<file path="config.mk">
export PLATFORM = sky130hd
export DESIGN_NAME = aes_sync_provider_flat
export DESIGN_NICKNAME = d
export VERILOG_FILES = /design/src/rtl/aes_model_pack.sv /design/src/rtl/dvr_key_if.sv /design/src/rtl/aes_sync_provider.sv /design/src/flat_wrapper.sv
export SDC_FILE = /design/constraint.sdc
export NUM_CORES = 1
export LEC_CHECK = 0
export CAP_MARGIN = 15
export CORE_AREA = 5 5 198 200
export CTS_BUF_LIST = sky130_fd_sc_hd__clkbuf_8 sky130_fd_sc_hd__clkbuf_16
export DETAILED_ROUTE_END_ITERATION = 6
export DIE_AREA = 0 0 203 205
export MAX_ROUTING_LAYER = met4
export PLACE_DENSITY = 0.66
export SLEW_MARGIN = 20
export SYNTH_ARGS = -nofsm -noshare
export SYNTH_HDL_FRONTEND = slang
export SYNTH_SLANG_ARGS = --single-unit
</file>
<file path="constraint.sdc">
create_clock -name clk -period 2.45 [get_ports clk]
set_input_delay 0.735 -clock clk [delete_from_list [all_inputs] [get_ports clk]]
set_output_delay 0.735 -clock clk [all_outputs]
set_load 0.03 [all_outputs]
</file>
<file path="src/rtl/aes_model_pack.sv">
// Shared AES model types: block width and the sync-provider state encoding.
package aes_model_pack;

  localparam int DATA_WIDTH_IN_BYTES = 16;

  typedef logic [127:0] aes_block_t;
  typedef logic [1:0]   aes_sync_provider_sm_t;

  localparam aes_sync_provider_sm_t SM_IDLE      = 2'd0;
  localparam aes_sync_provider_sm_t SM_OFFER     = 2'd1;
  localparam aes_sync_provider_sm_t SM_EXHAUSTED = 2'd2;

endpackage

</file>
<file path="src/rtl/dvr_key_if.sv">
// Key/sync handoff channel: master offers key+sync with valid, slave accepts with rdy.
interface dvr_key_if;
  import aes_model_pack::*;

  aes_block_t key;
  aes_block_t sync;
  logic       valid;
  logic       rdy;

  modport master (output key, output sync, output valid, input rdy);
  modport slave  (input key, input sync, input valid, output rdy);

endinterface

</file>
<file path="src/rtl/aes_sync_provider.sv">
// Offers {nonce, counter} syncs under a loaded key; one fresh sync per accepted transfer.
// Load/transfer effects visible one cycle later; outputs are pure register decodes, rdy only gates the counter.
module aes_sync_provider
  import aes_model_pack::*;
#(
  parameter int COUNTER_WIDTH = 64,
  parameter int NONCE_WIDTH   = DATA_WIDTH_IN_BYTES*8 - COUNTER_WIDTH
) (
  input  logic                     clk,
  input  logic                     rst,
  input  aes_block_t               key_in,
  input  logic [NONCE_WIDTH-1:0]   nonce_in,
  input  logic                     key_load,
  input  logic                     zeroize,
  dvr_key_if.master                key_and_sync,
  output logic [COUNTER_WIDTH-1:0] sync_count,
  output logic                     exhausted
);

  localparam logic [COUNTER_WIDTH-1:0] CNT_MAX = '1;

  aes_sync_provider_sm_t    state_q, state_d;
  aes_block_t               key_q, key_d;
  logic [NONCE_WIDTH-1:0]   nonce_q, nonce_d;
  logic [COUNTER_WIDTH-1:0] cnt_q, cnt_d;
  logic                     xfer;

  assign xfer = (state_q == SM_OFFER) && key_and_sync.rdy;

  always_comb begin
    state_d = state_q;
    if (zeroize) begin
      state_d = SM_IDLE;
    end else if (key_load) begin
      state_d = SM_OFFER;
    end else begin
      case (state_q)
        SM_IDLE:      state_d = SM_IDLE;
        SM_OFFER:     if (xfer && (cnt_q == CNT_MAX)) state_d = SM_EXHAUSTED;
        SM_EXHAUSTED: state_d = SM_EXHAUSTED;
        default:      state_d = SM_IDLE;
      endcase
    end
  end

  // A load on a transfer edge restarts at 0: the completed transfer used the old sync.
  always_comb begin
    key_d   = key_q;
    nonce_d = nonce_q;
    cnt_d   = cnt_q;
    if (zeroize) begin
      key_d   = '0;
      nonce_d = '0;
      cnt_d   = '0;
    end else if (key_load) begin
      key_d   = key_in;
      nonce_d = nonce_in;
      cnt_d   = '0;
    end else if (xfer && (cnt_q != CNT_MAX)) begin
      cnt_d   = cnt_q + COUNTER_WIDTH'(1);
    end
  end

  always_ff @(posedge clk or negedge rst) begin
    if (!rst) begin
      state_q <= SM_IDLE;
    end else begin
      state_q <= state_d;
    end
  end

  always_ff @(posedge clk or negedge rst) begin
    if (!rst) begin
      key_q   <= '0;
      nonce_q <= '0;
      cnt_q   <= '0;
    end else begin
      key_q   <= key_d;
      nonce_q <= nonce_d;
      cnt_q   <= cnt_d;
    end
  end

  assign key_and_sync.key   = key_q;
  assign key_and_sync.sync  = {nonce_q, cnt_q};
  assign key_and_sync.valid = (state_q == SM_OFFER);
  assign sync_count         = cnt_q;
  assign exhausted          = (state_q == SM_EXHAUSTED);

endmodule

</file>
<file path="src/flat_wrapper.sv">
// flat-port wrapper written by rule: the top's interface ports become plain ports
module aes_sync_provider_flat import aes_model_pack::*;
#(
  parameter int COUNTER_WIDTH = 64,
  parameter int NONCE_WIDTH   = DATA_WIDTH_IN_BYTES*8 - COUNTER_WIDTH
)
  (clk, rst, key_in, nonce_in, key_load, zeroize, sync_count, exhausted, key_and_sync_key, key_and_sync_sync, key_and_sync_valid, key_and_sync_rdy);
  dvr_key_if key_and_sync_i ();
  input  logic clk;
  input  logic rst;
  input  aes_block_t key_in;
  input  logic [NONCE_WIDTH-1:0] nonce_in;
  input  logic key_load;
  input  logic zeroize;
  output logic [COUNTER_WIDTH-1:0] sync_count;
  output logic exhausted;
  output wire logic [$bits(key_and_sync_i.key)-1:0] key_and_sync_key;
  output wire logic [$bits(key_and_sync_i.sync)-1:0] key_and_sync_sync;
  output wire logic [$bits(key_and_sync_i.valid)-1:0] key_and_sync_valid;
  input wire logic [$bits(key_and_sync_i.rdy)-1:0] key_and_sync_rdy;
  assign key_and_sync_key = key_and_sync_i.key;
  assign key_and_sync_sync = key_and_sync_i.sync;
  assign key_and_sync_valid = key_and_sync_i.valid;
  assign key_and_sync_i.rdy = key_and_sync_rdy;
  aes_sync_provider #(.COUNTER_WIDTH(COUNTER_WIDTH), .NONCE_WIDTH(NONCE_WIDTH)) u_core (.clk(clk), .rst(rst), .key_in(key_in), .nonce_in(nonce_in), .key_load(key_load), .zeroize(zeroize), .key_and_sync(key_and_sync_i), .sync_count(sync_count), .exhausted(exhausted));
endmodule
</file>
==> impl_metrics.ini <==
[timing]
fin_crit_sh_pct = 98.0
fin_setup_tns_ps = 0
rsz0062_at_grt = no
slew_violations = 0
layout_min_cycle_time_ps = 2400
timing.final.ws_setup_ps = 49.5
tightest_slew_ps = 816
finalClockSkew_ps = 13.0
slew_headroom_pct = 45.6
finalSetupViolCount = 0
max_freq_mhz = 417
finalHoldViolations = 0
whs_ps = 105

[die]
dieHeight_um = 205
dieWidth_um = 203
start_util_pct = 32.1
rows = 71
ioPinCount = 519
coreArea_mm2 = 0.0372
die_area_mm2 = 0.0416

[route]
dr.pass1.iters = 5
num_vias = 10300
drc = 0
vias_per_cell = 4.83
post_drt_wl_per_cell_um = 20.0
drt-total-wl_mm = 42.8
drt_iter0_markers = 508
ant_nets = 0

[place]
dpl_worst_slack_ps = -533
dpl_cell_area_mm2 = 0.0179
port_buffers = 518
hpwl_mm = 31.9
place_congestion = 0.889

[synthesis]
syn_area_mm2 = 0.0119
ys_seq_area_share_pct = 54.1
synth_top_family_by_area = simple AND/OR/NAND/NOR gates
synth_area_leaders = dfrtp_1 (54%), mux2i_1 (16%), nor2_1 (7.5%)
synth-edff-count = 0
synth_top_cell_area_share_pct = 54.1
post_synth_num_cell_types = 47
synth_warnings = 0
async_reset_ff_share_pct = 100
synthAdderAreaFrac_pct = 0.314
syn_area_per_cell_um2 = 10.7
synth_top_area_cell = dfrtp_1
netlist_instances = 1117
synth-simple-area-share_pct = 16.4
ys.flop_type = dfrtp_1
ys_ff_latch = 258
synthMuxAreaShare_pct = 16.3
synth.net_count = 1317
synth_xor_area_share_pct = 2.49
synth-compound-area-share_pct = 4.11

[global_route]
grt_pass1_wl_mm = 64.6
grt_max_degree = 92
grt_antenna_before_repair = 0
track_usage_pct = 20.2
grt-ovfl-total = 0
first_global_vias = 10800

[critical_path]
reg2reg_depth = 8
path_depth = 1
crit_start = u_core.key_and_sync.key[39]$_DFFE_PN0P_
end_kind = output port
worstReg2RegEnd = u_core.sync_count[35]$_DFFE_PN0P_
criticalPathCategory = reg -> out
cpLargestDelayFamily = buffers and inverters
rr_startpoint = u_core.sync_count[12]$_DFFE_PN0P_
path_buf_inv = 1
cp_slowest_cell = clkdlybuf4s50_1
path_max_fanout = 2
rrSetupSlack_ps = 130
cp.arrival_ps = 1670
critPathLaunchType = flip-flop
critical-path-max-stage-delay_ps = 720
worstSetupEndpoint = key_and_sync_key[39]
cp_data_required_time_ps = 1710
critical_path.cell_chain = clkdlybuf4s50_1

[final_layout]
multi_input_area_mm2 = 0.00477
postLayoutCellArea_mm2 = 0.0188
final_util_pct = 50.4
synthToLayoutAreaGrowth_pct = 57.2
layout.cells.most_common = clkdlybuf4s50_1
seqCellArea_mm2 = 0.00646
mostFrequentLayoutCells = clkdlybuf4s50_1 (364), dfrtp_1 (256), nor2_1 (240), mux2i_1 (194), dlygate4sd2_1 (136)
nFillCells = 3417
drive_gt1_share_pct = 10.9
fin_nets = 1847

[cts]
cts_inserted_buffers = 30
clk_latency_ps = 570
holdBufCountCts = 0
cts-root-buf = clkbuf_16
cts_tree = built
htree_levels = 1
cts_num_sinks = 258
clk_path_buf_depth = 3
clk_pin_slew_ps = 60

[flow_run]
cap_violations = 0

[pwr]
p_switching_mw = 2.85
power_density_mw_per_mm2 = 579
power_frac_clock_pct = 42.3
p_sw_share_pct = 26.2
power_frac_comb_pct = 15.7
p_int_mw = 8.01
seq_power_share_pct = 41.9
p_leak_nw = 9.30
vdd_drop_max_mv = 0.558

[status]
status = finished, final reports clean

[min_path]
hold_path.class = in -> async
## how the worst min path moves through the flow
stage | startpoint | endpoint | cells after the start | slack, ps
after detailed placement | u_core.key_and_sync.key[45]$_DFFE_PN0P_ | u_core.key_and_sync.key[45]$_DFFE_PN0P_ | 2 | 510
after global routing | rst | u_core.key_and_sync.key[66]$_DFFE_PN0P_ | 1 | 120
after floorplan | rst | u_core.key_and_sync.key[0]$_DFFE_PN0P_ | 0 | 440
after global placement | u_core.nonce_q[25]$_DFFE_PN0P_ | u_core.nonce_q[25]$_DFFE_PN0P_ | 2 | 500
after CTS | rst | u_core.key_and_sync.key[58]$_DFFE_PN0P_ | 1 | 110
final | rst | u_core.key_and_sync.key[58]$_DFFE_PN0P_ | 1 | 110
## synth_stat cells (2+ instances only)
cell type  count
buf_1         20
ha_1           3
buf_4         65
or3_1         16
a41o_1         6
and4_4         2
a31oi_1        8
and2_1         6
nor3_1        16
a21oi_1       28
nand3_1       21
xor2_1         6
or4_1          8
or2_2          2
nor2_1       240
o211ai_1       3
inv_1          5
xnor2_1       28
nor4_1        10
o31ai_1        7
buf_2          4
nand4_1       22
nor4b_1        2
nand2_1       48
clkbuf_1      34
buf_6          3
nor4_2         4
o21ai_0       16
mux2i_1      194
and4_1         6
nand3_2        3
dfrtp_1      258
and3_1         9
## kinds of logic (layout without fill, tap and decap cells)
family | count (synthesis) | count (layout)
other | 0 | 1
XOR/XNOR | 34 | 34
adder cells (fa/ha/maj) | 3 | 3
buffers and inverters | 131 | 680
AND/OR/NAND/NOR | 419 | 419
multiplexers | 194 | 194
flip-flops | 258 | 258
AO/OA/AOI/OAI | 78 | 78
## power by group through the flow
stage               Sequential [mW]  Combinational [mW]  Clock, mW
floorplan                      4.97               0.419          0
global placement               4.62                1.73          0
detailed placement             4.62                1.74          0
CTS                            4.55                1.74       4.74
global route                   4.57                1.82       4.92
finish                         4.55                1.71       4.60
## what timing repair did
item                                   CTS  global route
gates resized for setup                140            23
pin swaps                                0             3
setup endpoints to repair              140            38
setup buffers                            0             0
endpoints found under the hold margin    0             0
## routing by layer
layer,up-vias,global-route usage [%],share of wire (%)
met5,-,-,0
met4,0,5.53,2.6
met3,65,5.26,6.9
met2,355,33.8,51
met1,5066,24.3,40
li1,4846,-,-
## flip-flops by register name, summed over array words and instances (netlist names)
signal	flops
u_core.key_and_sync.key	128
u_core.nonce_q	64
u_core.sync_count	64
u_core.state_q	2
## area by class of cell
type | instances | area share [%]
Tap cell | 474 | 3.16
Clock inverter | 16 | 1.01
Clock buffer | 35 | 4.37
Timing Repair Buffer | 624 | 31.5
Sequential cell | 258 | 34.4
Multi-Input combinational cell | 728 | 25.4
Antenna cell | 1 | 0.0133
Inverter | 5 | 0.100
## metrics by stage
| step | std cells | power [mW] |
|---|---|---|
| after floorplan | 1117 | 5.39 |
| final | 2141 | 10.9 |
| after detailed placement | 2089 | 6.36 |
| after global routing | 2140 | 11.3 |
| after CTS | 2140 | 11.0 |
| after global placement | 2089 | 6.35 |
Power figures use the tool's default switching activity.
